## config.mk

```make
export PLATFORM = sky130hd
export DESIGN_NAME = prog_loader
export DESIGN_NICKNAME = d
export VERILOG_FILES = /design/src/rtl/prog_loader.sv
export SDC_FILE = /design/constraint.sdc
export NUM_CORES = 1
export LEC_CHECK = 0
export ABC_CLOCK_PERIOD_IN_PS = 7500
export CAP_MARGIN = 20
export CORE_ASPECT_RATIO = 1.1
export CORE_MARGIN = 2
export CORE_UTILIZATION = 53
export CTS_CLUSTER_DIAMETER = 30
export DETAILED_ROUTE_END_ITERATION = 10
export PLACE_DENSITY = 0.86
export SYNTH_ARGS = -nofsm -noshare
export SYNTH_HDL_FRONTEND = slang
export SYNTH_SLANG_ARGS = --single-unit
export TNS_END_PERCENT = 100
```

## constraint.sdc

```tcl
create_clock -name clk -period 7.5 [get_ports clk]
set_clock_uncertainty 0.05 [all_clocks]
set_input_delay 0.75 -clock clk [delete_from_list [all_inputs] [get_ports clk]]
set_output_delay 0.75 -clock clk [all_outputs]
set_load 0.005 [all_outputs]
```

## src/rtl/prog_loader.sv

```systemverilog
`timescale 1ns/1ps
// ---------------------------------------------------------------------------
// prog_loader
//
// Byte-stream program loader for the RV32I core. While loading it holds the
// CPU in reset, receives a framed image over a valid/ready byte interface,
// assembles little-endian 32-bit words and writes them into instruction
// memory, then writes one argument word into a register-file entry and
// finally releases the CPU.
//
// Frame: SYNC_BYTE, CNT_LO, CNT_HI, CNT x (4 bytes, LSB first),
//        4 argument bytes (LSB first).
//
// Ports
//   clk        system clock, rising edge
//   rst        asynchronous active-low reset
//   in_data    stream byte
//   in_valid   in_data valid
//   in_ready   loader accepts a byte this cycle (low only while writing)
//   imem_we    instruction-memory write strobe, one cycle per word
//   imem_addr  word-aligned byte address (index*4)
//   imem_wdata assembled instruction word
//   rf_we      register-file write strobe
//   rf_addr    register index, equals ARG_REG during the write
//   rf_wdata   argument word
//   cpu_rst    active-high CPU reset; high except after a completed load
//   done       high after a successful load until the next frame starts
//   error      sticky frame error (only rst clears it)
// ---------------------------------------------------------------------------
module prog_loader #(
  parameter int          IMEM_DEPTH = 256,
  parameter int          ARG_REG    = 10,
  parameter logic [7:0]  SYNC_BYTE  = 8'hA5
) (
  input  logic        clk,
  input  logic        rst,
  input  logic [7:0]  in_data,
  input  logic        in_valid,
  output logic        in_ready,
  output logic        imem_we,
  output logic [31:0] imem_addr,
  output logic [31:0] imem_wdata,
  output logic        rf_we,
  output logic [4:0]  rf_addr,
  output logic [31:0] rf_wdata,
  output logic        cpu_rst,
  output logic        done,
  output logic        error
);

  localparam logic [3:0] S_SYNC = 4'd0;
  localparam logic [3:0] S_LEN0 = 4'd1;
  localparam logic [3:0] S_LEN1 = 4'd2;
  localparam logic [3:0] S_DATA = 4'd3;
  localparam logic [3:0] S_WR   = 4'd4;
  localparam logic [3:0] S_ARG  = 4'd5;
  localparam logic [3:0] S_RFW  = 4'd6;
  localparam logic [3:0] S_DONE = 4'd7;
  localparam logic [3:0] S_ERR  = 4'd8;

  logic [3:0]  state;
  logic [15:0] count;
  logic [15:0] idx;
  logic [1:0]  byte_k;
  logic [31:0] word;
  logic        take;
  logic [15:0] count_new;

  // Replace byte lane k of w with b (little-endian assembly).
  function automatic logic [31:0] put_byte(input logic [31:0] w,
                                           input logic [1:0]  k,
                                           input logic [7:0]  b);
    logic [31:0] r;
    r = w;
    case (k)
      2'd0:    r[7:0]   = b;
      2'd1:    r[15:8]  = b;
      2'd2:    r[23:16] = b;
      default: r[31:24] = b;
    endcase
    return r;
  endfunction

  function automatic logic count_too_big(input logic [15:0] c);
    return int'(c) > IMEM_DEPTH;
  endfunction

  assign take      = in_valid && in_ready;
  // Full count as it becomes known on the LEN1 byte.
  assign count_new = {in_data, count[7:0]};

  always_ff @(posedge clk or negedge rst) begin
    if (!rst) begin
      state  <= S_SYNC;
      count  <= '0;
      idx    <= '0;
      byte_k <= '0;
      word   <= '0;
    end else begin
      case (state)
        S_SYNC: begin
          if (take && in_data == SYNC_BYTE) begin
            state  <= S_LEN0;
            idx    <= '0;
            byte_k <= '0;
          end
        end
        S_LEN0: begin
          if (take) begin
            count[7:0] <= in_data;
            state      <= S_LEN1;
          end
        end
        S_LEN1: begin
          if (take) begin
            count[15:8] <= in_data;
            byte_k      <= '0;
            if (count_too_big(count_new)) begin
              state <= S_ERR;
            end else if (count_new == 16'd0) begin
              state <= S_ARG;
            end else begin
              state <= S_DATA;
            end
          end
        end
        S_DATA: begin
          if (take) begin
            word   <= put_byte(word, byte_k, in_data);
            byte_k <= byte_k + 2'd1;
            if (byte_k == 2'd3) begin
              state <= S_WR;
            end
          end
        end
        // Single write cycle; the index advances after the word is issued.
        S_WR: begin
          idx <= idx + 16'd1;
          if (idx + 16'd1 == count) begin
            state <= S_ARG;
          end else begin
            state <= S_DATA;
          end
        end
        S_ARG: begin
          if (take) begin
            word   <= put_byte(word, byte_k, in_data);
            byte_k <= byte_k + 2'd1;
            if (byte_k == 2'd3) begin
              state <= S_RFW;
            end
          end
        end
        S_RFW: begin
          state <= S_DONE;
        end
        // A new sync byte restarts loading and re-asserts CPU reset at once.
        S_DONE: begin
          if (take && in_data == SYNC_BYTE) begin
            state  <= S_LEN0;
            idx    <= '0;
            byte_k <= '0;
          end
        end
        S_ERR: begin
          state <= S_ERR;
        end
        default: begin
          state <= S_SYNC;
        end
      endcase
    end
  end

  // Outputs decode directly from state so reset reaches them asynchronously.
  always_comb begin
    in_ready   = !(state == S_WR || state == S_RFW);
    imem_we    = (state == S_WR);
    imem_addr  = '0;
    imem_wdata = '0;
    rf_we      = (state == S_RFW);
    rf_addr    = '0;
    rf_wdata   = '0;
    cpu_rst    = (state != S_DONE);
    done       = (state == S_DONE);
    error      = (state == S_ERR);
    if (state == S_WR) begin
      imem_addr  = {14'd0, idx, 2'b00};
      imem_wdata = word;
    end
    if (state == S_RFW) begin
      rf_addr  = 5'(ARG_REG);
      rf_wdata = word;
    end
  end

endmodule

```

## Yosys cells after proc, flatten, opt, wreduce, memory -nomap -nowiden

Index checks and enable logic that the tools add are counted.

| cells by class | value |
|---|---|
| divide/modulo/power cells | 0 |
| multipliers | 0 |
| equality and inequality tests | 22 |
| order comparisons | 1 |
| bitwise operators | 1 |
| reduce and logical (&&, ||, !) cells | 21 |
| shifts and indexed selects | 0 |
| mux-type cells | 21 |
| add/subtract/negate cells | 2 |

Operators by type and width:

| cell | count |
|---|---|
| two-way mux 32 bit | 2 |
| two-way mux 4 bit | 9 |
| case mux 16 bit (2 select lines) | 1 |
| case mux 4 bit (8 select lines) | 1 |
| two-way mux 18 bit | 1 |
| adder 16 x 1 -> 16 bit, second input constant | 1 |
| equality test 16 bit | 1 |
| equality test 4 x 3 -> 1 bit, second input constant | 4 |
| greater-than comparator 16 x 9 -> 1 bit, second input constant | 1 |
| zero test 16 bit | 1 |
| two-way mux 16 bit | 1 |
| inequality test 2 bit, second input constant | 6 |
| AND reduction 3 bit | 4 |
| equality test 4 x 2 -> 1 bit, second input constant | 2 |
| equality test 8 bit, second input constant | 1 |
| AND reduction 7 bit | 1 |
| two-way mux 2 bit | 3 |
| two-way mux 3 bit | 2 |
| case mux 2 bit (3 select lines) | 1 |
| AND reduction 2 bit | 3 |
| equality test 2 bit, second input constant | 2 |
| equality test 4 x 1 -> 1 bit, second input constant | 1 |
| equality test 4 bit, second input constant | 1 |
| zero test 4 bit | 1 |
| other kinds (14) | 17 |

| word-level totals | value |
|---|---|
| memory bits (writable) | 0 |
| latch bits | 0 |
| register bits | 70 |
| memories | 0 |
| memory bits (read-only) | 0 |
| logic and storage cells | 77 |
| output and inout bits | 107 |
| input port bits | 11 |

## Longest topological paths before layout

| logic depth | value |
|---|---|
| depth after elaboration | 7 |
| depth in mapped cells | 8 |
| mapped depth without buffers | 7 |

## Worst setup path before layout

No wires, ideal clock.

| timing | value |
|---|---|
| path type | register to register |
| start point | reg idx[0] |
| end point | reg state[1] |
| cell stages (with the launch flop) | 8 |
| setup slack | 5.100 ns |
| library setup time | 0.118 ns |
| period minus slack after synthesis | 2.400 ns |
| data arrival time | 2.232 ns |
| cells stage by stage | dfrtp_1 ha_1 nand2_1 or3_1 a221oi_2 o2111ai_1 or4_1 a21o_1 |

| on the way | value |
|---|---|
| cells in the longest elaborated chain, start to end | 4 |

RTL lines:

| item | line | source |
|---|---|---|
| start, declared | 63 | `logic [15:0] idx;` |
| start signal, assigned | 138 | `idx <= idx + 16'd1;` |
| adder 16 x 1 -> 16 bit | 139 | `if (idx + 16'd1 == count) begin` |
| equality test 16 bit | 139 |  |
| two-way mux 3 bit | 139 |  |
| case mux 4 bit (8 select lines) | 100 | `case (state)` |
| end signal, assigned | 103 | `state <= S_LEN0;` |
| end signal, assigned | 140 | `state <= S_ARG;` |
| end signal, assigned | 142 | `state <= S_DATA;` |
| end, declared | 61 | `logic [3:0] state;` |

No other way between the ends.
A chain may end at the register's enable or synchronous reset.

## Final worst setup path

| timing | value |
|---|---|
| start point | reg state[2] |
| end point | out rf_wdata[24] |

| on the way | value |
|---|---|
| cells in the longest elaborated chain, start to end | 2 |

RTL lines:

| item | line | source |
|---|---|---|
| start signal, assigned | 94 | `state <= S_SYNC;` |
| start signal, assigned | 103 |  |
| start signal, assigned | 111 | `state <= S_LEN1;` |
| equality test 4 x 3 -> 1 bit | 191 | `if (state == S_RFW) begin` |
| two-way mux 32 bit | 191 |  |
| end, declared | 45 | `output logic [31:0] rf_wdata,` |

No other way between the ends.

==> flow_metrics.tcl <==
set metrics [dict create \
    synthDominantCellAreaShare 0.395 \
    reg2regPathDepth 6 \
    postCtsHoldBufs 0 \
    mapped_cells 465 \
    final.min_clock_period_ps 4550 \
    cap_viol_max_count 0 \
    timing.critical_path.fanout_max 37 \
    wl_per_cell_um 17.5 \
    clk_transition_reported_paths_ps 90 \
    p_comb_frac 0.387 \
    timing.critical_path.max_delay_family "simple AND/OR/NAND/NOR gates" \
    irDropWorstVdd_uv 144 \
    routed_vias 3836 \
    ctsHtreeMaxLevel 3 \
    post_cts_setup_buffer_count 0 \
    detailedPlacementHpwl_um 7740 \
    drtPass1Iterations 5 \
    ys.flop_type "dfrtp_1" \
    dieWidth_um 91.3 \
    grt_start_max_net_pins 71 \
    run_status "completed" \
    hold_viol_final 0 \
    reg2reg_from "state[2]" \
    synth_top_cells_by_area "dfrtp_1 39%, mux2_2 12%, and3_1 7.2%, and2_1 4.7%, buf_4 4.2%" \
    dp.cells 640 \
    tightestPinTransition_ps 1070 \
    diodes 0 \
    maximum_achievable_frequency_mhz 220 \
    endpoint_of_the_worst_slack_reg_to_reg_timing_path "idx[7]" \
    detail_route.vias_per_cell 5.84 \
    clock_tree.buffer_depth 2 \
    timing.final.crit_share 0.607 \
    grt_pass1_wl_um 19200 \
    gr-usage-all-layers 0.262 \
    yosysWarnings 0 \
    synthesis.area_per_instance_um2 9.55 \
    detailed_place.area_um2 5340 \
    crit_path_end_kind "output pin" \
    worst_hold_path_type "flip-flop to flip-flop" \
    unrepaired_setup_endpoints_after_global_routing "no" \
    finalNetCount 558 \
    numCtsBuffers 9 \
    post_cts_resize_count 0 \
    pre_cts_ws_ps 3330 \
    route.antenna.remaining_nets 0 \
    portBuffers 98 \
    worstPathRequired_ps 6700 \
    static-leakage-power_uw 0.00247 \
    setup-tns-final_ps 0 \
    synth-seq-area-share 0.395 \
    grt_pass1_vias 3811 \
    finalWorstSetupSlack_ps 2950 \
    drc_violation_count_after_routing 0 \
    totalWireLength_um 11500 \
    die_height_um 100 \
    async_reset_ff_frac 1.00 \
    synth-edff-count 0 \
    antenna_found_initial 0 \
    setup-violations-final 0 \
    slew_viol_final 0 \
    cp-start-kind "flip-flop" \
    seqPwrFrac 0.437 \
    synth_top_area_cell "dfrtp_1" \
    tritoncts "yes" \
    slowest_delay_ps 870 \
    worst-setup-path-type "flip-flop to output pin" \
    core_rows 35 \
    drive_gt1_frac 0.147 \
    design.die.area_um2 9120 \
    drt-initial-drc-count 302 \
    worstSetupPathDepth 6 \
    total_switching_power_uw 752 \
    fill_cells 614 \
    cts.root.buffer_cell "clkbuf_8" \
    power_report.internal_total_uw 1050 \
    power.switching_fraction 0.417 \
    ios 118 \
    relSlewSlack 0.280 \
    power.clock.fraction 0.176 \
    cts_num_sinks 70 \
    crit_path_start "state[2]" \
    timing.critical_path.arrival_ps 3750 \
    syn2layout_area_growth_pct 25.0 \
    final_design_area_no_fill_um2 5550 \
    cp_slowest_cell "and3_1" \
    start_util 0.536 \
    timing.critical_path.to "rf_wdata[24]" \
    layout.cells.non_filler 657 \
    cell_chain_critical_path "inv_1, nor2_2, buf_4, and3_1, and2_1, clkdlybuf4s50_1" \
    synth-seq-cells 70 \
    count_of_different_cell_masters_after_synthesis 52 \
    power_per_cell_area_nw_per_um2 325 \
    grt_overflow 0 \
    summed_instance_area_of_the_synthesized_netlist_um2 4440 \
    cp_num_buf_inv 3 \
    setup.reg_to_reg.worst_slack_ps 4610 \
    clock_latency_ps 350 \
    globalplace.congestion 0.904 \
    core-area_um2 8280 \
]
-- area by class of cell --
cell class              count  area (um2)  share of cell area
flip-flops and latches     70        1750               0.316
repair buffers            102        1000               0.181
inverters                   7        26.3             0.00474
well taps                 111         139              0.0250
clock inverters             7        80.1              0.0144
multi-input cells         351        2420               0.437
clock buffers               9         124              0.0223
-- cells in the mapped netlist, types with 7 or more instances --
cell and n:
and2_1 33, o21ai_0 28, inv_1 7, buf_4 25, and3_1 51, dfrtp_1 70
xnor2_1 10, xor2_1 10, buf_2 8, mux2_2 49, a21oi_1 10, clkbuf_1 22
nand2_1 25, nand3_1 9, nor2_1 16, nor3_1 9
-- per-layer routing --
| metal | global-route usage | share of wire | up-vias |
|---|---|---|---|
| met5 | 0 | 0 | - |
| met1 | 0.350 | 0.44 | 1873 |
| met3 | 0.0601 | 0.066 | 23 |
| met2 | 0.432 | 0.47 | 163 |
| li1 | - | - | 1777 |
| met4 | 0.0699 | 0.018 | 0 |
-- metrics by stage --
stage	power, uW	util	hold WS (ps)
2_1_floorplan	1290	-	404
3_3_place_gp	1430	0.645	446
3_5_place_dp	1480	0.645	454
4_1_cts	1800	0.670	474
5_1_grt	1930	0.670	502
6_report	1800	0.670	474
-- worst min path at each step --
stage	from	endpoint	slack, ps	depth (start not counted)
floorplan	rst	byte_k[0]	400	0
global placement	word[2]	word[2]	450	1
detailed placement	word[6]	word[6]	450	1
CTS	word[6]	word[6]	470	1
global route	word[6]	word[6]	500	1
finish	word[6]	word[6]	470	1
-- power groups by stage --
stage,combinational (uW),sequential [uW],clock [uW]
floorplan,639,647,0
global placement,659,775,0
detailed placement,690,786,0
CTS,695,784,320
global route,778,818,338
finish,699,789,317
-- state kept, by name, summed over array words and instances (netlist names) --
register,flops
word,32
byte_k,2
state,4
idx,16
count,16
-- layout by cell type, fill, tap and decap left out, types with 3 or more instances in the layout --
cell type,n
clkdlybuf4s50_1,97
dfrtp_1,70
and3_1,51
mux2_2,49
and2_1,33
o21ai_0,28
nand2_1,25
conb_1,19
nor2_1,14
xnor2_1,10
a21oi_1,10
xor2_1,10
nand3_1,9
nor3_1,9
clkbuf_8,9
inv_1,7
a31oi_1,6
ha_1,6
nand2b_1,5
a21o_1,5
o41ai_1,5
nor4_1,4
or3_1,4
o31ai_1,4
and4_1,3
o21ai_1,3
or4_1,3
nand4_1,3
o22ai_1,3
buf_4,3
-- cells by family after synthesis --
kind of cell | after synthesis | share of synthesized area
AOI/OAI and AO/OA | 78 | 0.113
muxes | 49 | 0.124
xor gates and xnor gates | 20 | 0.0395
and+or+nand+nor | 179 | 0.235
buffers and inverters | 62 | 0.0758
adders and majority gates | 6 | 0.0169
DFF | 70 | 0.395
other | 1 | 0.000845
(Power assumes the default switching activity.)
